$ cat src/rtl/seq_bit_serializer.sv
// Parallel-to-serial front end for the 110 sequence detector. It has a
// one-word hold buffer so that consecutive words stream out with no idle bit between them.
module seq_bit_serializer #(
    parameter int WIDTH     = 8,
    parameter bit MSB_FIRST = 1'b1
) (
    input  logic             clk,
    input  logic             rst,
    input  logic [WIDTH-1:0] din,
    input  logic             din_valid,
    output logic             din_ready,
    input  logic             serial_en,
    output logic             out_bit,
    output logic             out_valid,
    output logic             word_start,
    output logic             busy
);

    localparam int             CW   = (WIDTH > 2) ? $clog2(WIDTH) : 1;
    localparam logic [CW-1:0]  LAST = CW'(WIDTH - 1);

    logic [WIDTH-1:0] hold_data;
    logic             hold_full;
    logic [WIDTH-1:0] sh;
    logic [CW-1:0]    count;
    logic             load_now;
    logic             accept;

    function automatic logic head(input logic [WIDTH-1:0] w);
        return MSB_FIRST ? w[WIDTH-1] : w[0];
    endfunction

    function automatic logic [WIDTH-1:0] drop(input logic [WIDTH-1:0] w);
        return MSB_FIRST ? (w << 1) : (w >> 1);
    endfunction

    // load_now must not depend on din_valid. This keeps din_ready free of any
    // combinational path back from the upstream handshake.
    assign load_now  = hold_full && serial_en && (!out_valid || count == LAST);
    assign din_ready = rst && (!hold_full || load_now);
    assign accept    = din_valid && din_ready;
    assign busy      = out_valid || hold_full;

    always_ff @(posedge clk) begin
        if (!rst) begin
            hold_data  <= '0;
            hold_full  <= 1'b0;
            sh         <= '0;
            count      <= '0;
            out_bit    <= 1'b0;
            out_valid  <= 1'b0;
            word_start <= 1'b0;
        end else begin
            if (load_now) begin
                sh         <= drop(hold_data);
                out_bit    <= head(hold_data);
                count      <= '0;
                out_valid  <= 1'b1;
                word_start <= 1'b1;
            end else if (serial_en && out_valid) begin
                if (count == LAST) begin
                    // Drive idle zeros so the detector never sees a false 110.
                    out_valid  <= 1'b0;
                    out_bit    <= 1'b0;
                    word_start <= 1'b0;
                    count      <= '0;
                end else begin
                    out_bit    <= head(sh);
                    sh         <= drop(sh);
                    count      <= count + 1'b1;
                    word_start <= 1'b0;
                end
            end

            if (accept) begin
                hold_data <= din;
                hold_full <= 1'b1;
            end else if (load_now) begin
                hold_full <= 1'b0;
            end
        end
    end

endmodule

$ cat config.mk
export PLATFORM = sky130hd
export DESIGN_NAME = seq_bit_serializer
export DESIGN_NICKNAME = d
export VERILOG_FILES = /design/src/rtl/seq_bit_serializer.sv
export SDC_FILE = /design/constraint.sdc
export NUM_CORES = 1
export LEC_CHECK = 0
export ABC_CLOCK_PERIOD_IN_PS = 4500
export BUFFER_PORTS_ARGS = -buffer_cell sky130_fd_sc_hd__buf_2
export CAP_MARGIN = 20
export CORE_ASPECT_RATIO = 0.75
export CORE_MARGIN = 3
export CORE_UTILIZATION = 45
export CTS_BUF_LIST = sky130_fd_sc_hd__clkbuf_8
export CTS_CLUSTER_SIZE = 24
export DETAILED_ROUTE_END_ITERATION = 6
export PLACE_DENSITY = 0.78
export RECOVER_POWER = 50
export SYNTH_ARGS = -nofsm -noshare
export SYNTH_HDL_FRONTEND = slang
export SYNTH_SLANG_ARGS = --single-unit
$ cat constraint.sdc
create_clock -name clk -period 4.5 [get_ports clk]
set_input_delay 0.675 -clock clk [delete_from_list [all_inputs] [get_ports clk]]
set_output_delay 0.675 -clock clk [all_outputs]
set_load 0.01 [all_outputs]
==> impl_metrics.toml <==
[outcome]
outcome = "finished clean"

[clock_tree]
cts-resized-gates = 0
post_cts_buffers = 0
cts_buffers = 3
clk_latency_ps = 260
cts_hold_buf = 0
cts_sinks = 22
cts_root_buffer = "clkbuf_8"
clockBufferDepth = 2
path_clk_slew_ps = 70
cts_tree = "yes"
htreeDepth = 1

[sta]
hold_slack_ps = 455
final.setup_skew_ps = 4.89
period_minus_slack_ps = 2600
clock.fmax_mhz = 384
finalSetupViolCount = 0
finalMaxSlewViolations = 0
finalHoldViolCount = 0
slew_headroom_pct = 45.0
fin_ws_ps = 1900
fin_tns_setup_ps = 0
min_period_over_period_pct = 57.9
tightest_slew_ps = 817
rsz0062_at_grt = "no"

[floorplan]
ios = 17
coreArea_um2 = 2120
fp.dieW_um = 61.9
fp.dieH_um = 47.9
die_area_um2 = 2970
start_util_pct = 49.8
num_rows = 14

[global_routing]
gr-usage-all-layers_pct = 15.2
grt_pass1_vias = 707
overflow = 0
antenna_found_initial = 0
grt_pass1_wl_mm = 3.16
top_usage_layer = "met2"
use_met2_pct = 23.2
grtUsageMet3_pct = 5.66
grt_start_max_net_pins = 19
gr-usage-met1_pct = 19.4

[drt]
antenna_left = 0
wire_per_inst_um = 11.9
dr_total_vias = 821
viasPerCell = 5.10
first_pass_iters = 4
wirelength_mm = 1.91
drc = 0
drt_iter0_markers = 12

[yosys]
syn_nets = 130
syn_avg_cell_area_um2 = 9.09
yosys_warnings = 0
ys_seq_elements = 22
synth_cell_type_count = 29
postSynthCellCount = 116
yosysSeqAreaShare_pct = 41.8
syn_area_um2 = 1050

[pwr]
power_density_nw_per_um2 = 336
switchingPower_mw = 0.0941
share_comb_of_total_power_pct = 13.1
clkPwrFrac_pct = 30.5
vdd_drop_max_v = 0.000250
p_sw_share_pct = 24.5
seqPwrFrac_pct = 56.4
finalPower_mw = 0.385
p_int_mw = 0.290
p_leak_nw = 0.549

[critical_path]
r2r_cells = 5
r2r_start = "count[0]$_SDFFE_PP0P_"
required_ps = 3830
worst_ep_arrival_time_ps = 1930
r2r_slack_ps = 2510
reg2reg_to = "sh[4]$_SDFFE_PN0P_"
endpoint_kind = "output pin"
critPathLaunchType = "flip-flop"
path_class = "reg -> out"
path_max_fanout = 8

[cells_and_area]
antenna_cells = 0
nFillCells = 197
layout_commonest_cell = "dfxtp_1"
areaGrowthSynthToFinish_pct = 8.66
nets = 145
multi_input_area_um2 = 492
drive_gt1_share_pct = 14.7
seq_area_um2 = 440
layout_common_cells = "dfxtp_1, nand2_1, mux2i_1, inv_1, buf_2"

[place]
gp_congestion = 0.739
numPortBuffers = 16
dp_hpwl_mm = 1.37
place_ws_ps = 2190

[min_path]
whs_endpoint = "hold_data[2]$_SDFFE_PN0P_"
min_path_cells = 2
min_path_type = "reg -> reg"
hp-start = "hold_data[2]$_SDFFE_PN0P_"

[run]
maxCapViolations = 0
==> critical path, stage by stage (launching register included) <==
cell      delay [ps]
dfxtp_1          320
ha_1             190
ha_1             230
nand2b_1         370
a21boi_0         340
nor2_1            70
buf_2            140
==> synth_stat cells <==
cell / number / area share (%)
a211oi_1: 1 / 0.71
a31o_2: 1 / 0.83
a221oi_2: 1 / 1.4
nor4_1: 1 / 0.59
ha_1: 2 / 2.4
nand3_1: 3 / 1.4
o21ai_0: 3 / 1.4
a21boi_0: 1 / 0.71
buf_6: 1 / 1.1
nand4_4: 1 / 2.0
o21a_1: 1 / 0.71
a32oi_1: 1 / 0.83
o21ai_4: 1 / 1.5
a21oi_1: 4 / 1.9
inv_1: 14 / 5.0
clkinv_1: 1 / 0.36
nand3b_1: 1 / 0.71
nor2_1: 3 / 1.1
mux2i_1: 14 / 13
or2_2: 1 / 0.59
nand2_1: 15 / 5.3
nor2b_1: 1 / 0.59
and2b_2: 1 / 0.83
buf_2: 4 / 1.9
nor3_1: 3 / 1.4
buf_4: 1 / 0.71
nand2b_1: 8 / 4.7
a221oi_1: 5 / 4.2
dfxtp_1: 22 / 42
==> metal layers <==
| layer | part of all wire, % | vias to the layer above |
|---|---|---|
| li1 | - | 419 |
| met1 | 48 | 374 |
| met2 | 46 | 26 |
| met3 | 4.8 | 2 |
| met4 | 1.0 | 0 |
| met5 | 0 | - |
==> power by group through the flow <==
stage / clock network (mW) / registers (mW) / logic [mW]
after CTS: 0.123 / 0.217 / 0.0539
final: 0.117 / 0.217 / 0.0504
after detailed placement: 0 / 0.222 / 0.0534
after global placement: 0 / 0.221 / 0.0519
after floorplan: 0 / 0.218 / 0.0433
after global routing: 0.129 / 0.218 / 0.0577
==> final cells by class <==
class                           count  share of cell area, %
Timing Repair Buffer               16                   6.66
Inverter                           15                   4.91
Sequential cell                    22                   38.4
Multi-Input combinational cell     73                   42.9
Clock buffer                        3                   3.60
Tap cell                           32                   3.49
==> worst max path at each step <==
| stage | start | end | slack [ps] | depth (start not counted) |
|---|---|---|---|---|
| 2_1_floorplan | count[0]$_SDFFE_PP0P_ | din_ready | 2510 | 6 |
| 3_3_place_gp | count[0]$_SDFFE_PP0P_ | din_ready | 2260 | 6 |
| 3_5_place_dp | count[0]$_SDFFE_PP0P_ | din_ready | 2190 | 6 |
| 4_1_cts | count[0]$_SDFFE_PP0P_ | din_ready | 1890 | 6 |
| 5_1_grt | count[0]$_SDFFE_PP0P_ | din_ready | 1730 | 6 |
| 6_report | count[0]$_SDFFE_PP0P_ | din_ready | 1900 | 6 |
==> sequential cells by signal, summed over array words and instances, names as in the netlist <==
signal      cells
hold_data       8
sh              7
count           3
hold_full       1
out_bit         1
out_valid       1
word_start      1
==> per-stage QoR <==
| stage | util [%] | instances | cell area, um^2 |
|---|---|---|---|
| detailed placement | 53.6 | 158 | 1140 |
| global route | 54.1 | 161 | 1150 |
| CTS | 55.5 | 161 | 1180 |
| finish | 54.1 | 161 | 1150 |
| global placement | 53.6 | 158 | 1140 |
| floorplan | - | 116 | 1050 |
==> cells by family after synthesis <==
family / synth area share (%)
buffers and inverters: 9.02
flip-flops: 41.8
AO/OA/AOI/OAI: 14.2
multiplexers: 13.3
adder cells (fa/ha/maj): 2.37
AND/OR/NAND/NOR: 19.3
Note: power is estimated with default switching activity, not from simulation.
